[src/rtl/al_alu_chain_pipe.sv]
// Segmented carry-chain ALU: WIDTH bits split into SEG-bit stages with a
// register between segments, plus per-segment accumulator and handshake.
module al_alu_chain_pipe #(
    parameter int WIDTH = 16,
    parameter int SEG   = 4
) (
    input  logic             clk,
    input  logic             rst,
    input  logic             in_valid,
    output logic             in_ready,
    input  logic [1:0]       op,
    input  logic             acc_clr,
    input  logic [WIDTH-1:0] a,
    input  logic [WIDTH-1:0] b,
    input  logic             cin,
    output logic             out_valid,
    input  logic             out_ready,
    output logic [WIDTH-1:0] sum,
    output logic             cout,
    output logic             ovf
);

    localparam int STAGES = WIDTH / SEG;

    typedef struct packed {
        logic             valid;
        logic             acc;
        logic             clr;
        logic             c;
        logic             ovf;
        logic [WIDTH-1:0] opa;
        logic [WIDTH-1:0] opb;
        logic [WIDTH-1:0] res;
    } stage_t;

    stage_t           entry;
    stage_t           stg_in  [STAGES];
    stage_t           nxt     [STAGES];
    stage_t           pipe    [STAGES];
    logic [SEG-1:0]   acc_seg [STAGES];
    logic [SEG-1:0]   x_seg   [STAGES];
    logic [SEG-1:0]   y_seg   [STAGES];
    logic [SEG:0]     sum_ext [STAGES];
    logic [WIDTH-1:0] src_b;
    logic             stall;

    assign stall    = pipe[STAGES-1].valid & ~out_ready;
    assign in_ready = ~stall;

    // Inversion for subtraction is applied once at entry; upper operand
    // bits then ride along the pipe until their segment is reached.
    assign src_b = op[1] ? a : b;

    always_comb begin
        entry       = '0;
        entry.valid = in_valid;
        entry.acc   = op[1];
        entry.clr   = acc_clr;
        entry.c     = op[0] ? 1'b1 : cin;
        entry.opa   = a;
        entry.opb   = op[0] ? ~src_b : src_b;
    end

    assign stg_in[0] = entry;

    for (genvar k = 1; k < STAGES; k++) begin : g_link
        assign stg_in[k] = pipe[k-1];
    end

    always_comb begin
        for (int k = 0; k < STAGES; k++) begin
            nxt[k]   = stg_in[k];
            x_seg[k] = stg_in[k].acc
                     ? (stg_in[k].clr ? '0 : acc_seg[k])
                     : stg_in[k].opa[k*SEG +: SEG];
            y_seg[k] = stg_in[k].opb[k*SEG +: SEG];
            sum_ext[k] = {1'b0, x_seg[k]} + {1'b0, y_seg[k]}
                       + {{SEG{1'b0}}, stg_in[k].c};
            nxt[k].res[k*SEG +: SEG] = sum_ext[k][SEG-1:0];
            nxt[k].c   = sum_ext[k][SEG];
            nxt[k].ovf = (x_seg[k][SEG-1] == y_seg[k][SEG-1])
                       && (sum_ext[k][SEG-1] != x_seg[k][SEG-1]);
        end
    end

    // Accumulator segment k sees op n+1 exactly one cycle after op n,
    // so it is always current when the next op arrives.
    always_ff @(posedge clk or posedge rst) begin
        if (rst) begin
            for (int k = 0; k < STAGES; k++) begin
                pipe[k]    <= '0;
                acc_seg[k] <= '0;
            end
        end else if (!stall) begin
            for (int k = 0; k < STAGES; k++) begin
                pipe[k] <= nxt[k];
                if (stg_in[k].valid && stg_in[k].acc)
                    acc_seg[k] <= sum_ext[k][SEG-1:0];
            end
        end
    end

    assign out_valid = pipe[STAGES-1].valid;
    assign sum       = pipe[STAGES-1].res;
    assign cout      = pipe[STAGES-1].c;
    assign ovf       = pipe[STAGES-1].ovf;

endmodule

[config.mk]
export PLATFORM = sky130hd
export DESIGN_NAME = al_alu_chain_pipe
export DESIGN_NICKNAME = d
export VERILOG_FILES = /design/src/rtl/al_alu_chain_pipe.sv
export SDC_FILE = /design/constraint.sdc
export NUM_CORES = 1
export LEC_CHECK = 0
export ABC_AREA = 1
export CAP_MARGIN = 20
export CORE_MARGIN = 8
export CORE_UTILIZATION = 25
export DETAILED_ROUTE_END_ITERATION = 10
export RECOVER_POWER = 100
export SETUP_SLACK_MARGIN = 0.15
export SLEW_MARGIN = 30
export SYNTH_ARGS = -nofsm -noshare
export SYNTH_HDL_FRONTEND = slang
export SYNTH_SLANG_ARGS = --single-unit
[constraint.sdc]
create_clock -name clk -period 6.7 [get_ports clk]
set_clock_uncertainty 0.1 [all_clocks]
set_input_delay 1.34 -clock clk [delete_from_list [all_inputs] [get_ports clk]]
set_output_delay 1.34 -clock clk [all_outputs]
set_load 0.005 [all_outputs]
[After elaboration in Yosys (flattened, before gate mapping)]
Cells that the tools add are included.
Storage, ports and cells
  input port bits: 40
  logic and storage cells: 63
  output and inout port bits: 20
  bits in registers: 167
Cells by class
  multiplexer cells: 11
  reductions and logical operators: 9
  equal/unequal tests: 2
  bitwise operators: 4
  add/subtract/negate cells: 8
Operator list (count)
  $mux 16: 2
  $mux 4: 8
  $add 4x4->5: 4
  $add 5x1->5: 4
  $not 16->16: 1
  $reduce_and 2->1: 4
  $logic_and 1x1->1: 5
  $not 1->1: 2
  $and 1x1->1: 1
  $eq 1x1->1: 1
  $mux 1: 1
  $ne 1x1->1: 1

[Longest topological paths before layout]
  word-level depth: 6
  mapped depth: 13
  mapped depth without buffers: 11

[Worst setup path after synthesis]
No wires, ideal clock.
  path kind: in2out
  start point: input port out_ready
  end point: output port in_ready
  buffers on the path: 2
  slack: 3.418 ns
  data required time: 5.260 ns
  data arrival time: 1.842 ns
  stages: 4
  path through: nor2_2 inv_1 buf_4 buf_2
On the way
  word-level cells in the longest chain between the ends: 3
Ends and longest elaborated chain
  from (decl): line 17  | input logic out_ready,
  $not 1->1: line 47  | assign stall = pipe[STAGES-1].valid & ~out_ready;
  $and 1x1->1: line 47
  $not 1->1 (no line)
  to (decl): line 10  | output logic in_ready,
No other way between the ends.

[Worst setup path in the final report]
Same ends and word-level chain as after synthesis.

==> metrics.txt <==
Cells after DPL roughly 1000; Starting Density between 20 and 30%; GRT Total Usage under 10%; syn nets approximately 760; CP max FO between 40 and 50; Post-CTS Setup Inserts 0; FFs w/ async S/R, synth between 90% and 100%; number of remaining DRC errors 0; CTS max path bufs 2; Seq/Total Area, Yosys ~51%; DPL Wire Length 9029 um; DP Area about 6500 um2; PortBufs 59; CP startpoint kind input port; CTS H-tree depth 4; most instantiated cells after synthesis 282 x nand2_1, 119 x dfrtp_1, 68 x o21ai_0; Most used DFF post-synth dfrtp_1; DR vias/cell just over 4; CP top delay family buffers and inverters; I/O pins 60; CTS-repair resized insts 0; Pre-antenna DRT Iters 6; crit path time final 5172 ps; final cell count without fillers roughly 1100; CTS clock-pin slew for the worst setup and hold paths around 50 ps; max-cap violations 3; fin. max-slew vios between 200 and 250; global-route wire length before repair roughly 22000 um; CTS tree built; crit path DAT 3730 ps; die area roughly 28000 um2; WS Path Type input port to primary output; crit-path most repeated cell clkdlybuf4s50_1; RSZ-0062 raised after global routing no; failing checks capacitance limit, slew limit; post-route setup TNS 0 ps; P per Cell Area approximately 450 nW/um2; Die W 168.7 um; Synth area leaders dfrtp_1 51%, nand2_1 18%, o21ai_0 5.8%; fin area between 7000 and 8000 um2; post-synth top area share about half; share of layout cells above drive strength 1 6.040%; synthesized cell area approximately 5800 um2; final hold vios 0; antenna viol nets, final 0; Final Worst Setup Slack 1528 ps; Max rail drop VDD ~210 uV; Pwr Total 3.207 mW; Final #Nets a little under 800; Die Ht 168.7 um; via count 4345; wire per inst between 10 and 15 um; clk root buf clkbuf_16; Cells after Synth between 600 and 700; drt first-iter violations about 420; syn_area_per_cell 8.389 um2; Final period util slightly below 80%; slowest stage delay, CP between 1000 and 1500 ps; largest net degree at the start of global routing 94; Worst EP required 5260 ps; Final Wtd Congestion 0.8567; Clock Sinks between 100 and 150; dominant cell by count in the synthesized netlist nand2_1; Congestion Overflow GR 0; worst-path cell chain clkdlybuf4s50_1 -> nor2_4 -> clkbuf_1 -> inv_2 -> clkdlybuf4s50_1; # rows 56; antenna violations before repair 0; vias in the first global route ~4200; max_slew headroom -120.3%; measured slew at the worst slew-check pin roughly 3300 ps; WP buf/inv 4; total of flip-flops plus latches after synthesis about 120; fin util about 30%; Place WS 2238 ps; Syn-to-layout area delta 20.90%; Slowest-stage cell, CP clkbuf_1; FMAX just under 0.2 GHz; status complete, but fails checks; Yosys warning count 0; diode count 0; Synth area leader dfrtp_1; Post-synth EDFFs 0; setup violators final 0; clock latency on the worst-skew pair ~400 ps; worst hold slack about 360 ps; Crit. End Element primary output; Core Box Area between 20000 and 25000 um2; Hold/Removal Path Class flip-flop to flip-flop; Yosys cell types 26; number of buffers inserted during clock tree synthesis 17; Leakage around 3.5 nW; total length of routed wires between 10000 and 15000 um; # hold bufs at CTS 0
## path summary, 6_finish.rpt
kind,startpoint,end,slack (ps),cells after the start
min in group asynchronous,rst,sum[15],2270,2
setup reg to reg,out_valid,nxt[126],2900,7
hold / removal,nxt[58],nxt[5],360,2
hold reg to reg,nxt[58],nxt[5],360,2
max in group asynchronous,rst,nxt[103],2060,3
setup / recovery,out_ready,in_ready,1530,5
## sequential cells by signal, summed over array words and instances, names as in the netlist
| register | flops |
|---|---|
| acc_seg | 16 |
| cout | 1 |
| nxt | 81 |
| out_valid | 1 |
| ovf | 1 |
| pipe | 3 |
| sum | 16 |
## layout make-up
cell class	count	area [um2]
clock buffer	24	491.7
clock inverter	8	71.32
tap	319	399.1
fill	2465	16140
sequential	119	2978
timing repair buffer	63	609.3
multi-input combinational	469	2266
inverter	62	234.0
## power breakdown
part	leakage [nW]	internal, mW	switching, mW
Clock	0.280	0.546	0.303
Combinational	1.75	0.465	0.676
Sequential	1.44	1.05	0.172
## cell usage in the layout, fill, tap and decap left out, types with 2 or more instances in the layout
master,count
a21oi_1,10
a22oi_1,7
clkbuf_1,4
clkbuf_16,17
clkbuf_2,3
clkbuf_8,4
clkdlybuf4s50_1,39
clkinv_2,5
dfrtp_1,119
dlygate4sd3_1,20
fa_1,8
ha_1,13
inv_1,57
inv_2,3
nand2_1,282
nand3_1,34
nor2_1,15
nor3_1,3
o21ai_0,74
o21ai_1,2
o22ai_1,2
or2_2,7
xnor2_1,3
xor2_1,5
## cell families (layout without fill, tap and decap cells)
| logic type | Yosys count | after routing | share of synthesized area (%) |
|---|---|---|---|
| AOI/OAI and AO/OA | 97 | 97 | 8.777 |
| buffers and inverters | 107 | 157 | 9.571 |
| DFF | 119 | 119 | 51.07 |
| xor gates and xnor gates | 8 | 8 | 1.202 |
| and+or+nand+nor | 343 | 343 | 23.84 |
| adders and majority gates | 21 | 21 | 5.536 |
## per-layer routing
layer  up-vias  track usage, %  share of wire [%]
met4         0           3.377               0.89
met5         -               0                  0
met3         7           2.516                3.8
li1       2260               -                  -
met2        80           12.90                 42
met1      1998           14.12                 53
## worst register-to-register path, stage by stage (launching register included)
cell      delay, ps
dfrtp_1         340
inv_1            70
nor2_4           60
clkbuf_1       1280
inv_2            50
clkbuf_2        980
nand3_1         580
o21ai_0         140
Power figures use the tool's default switching activity.
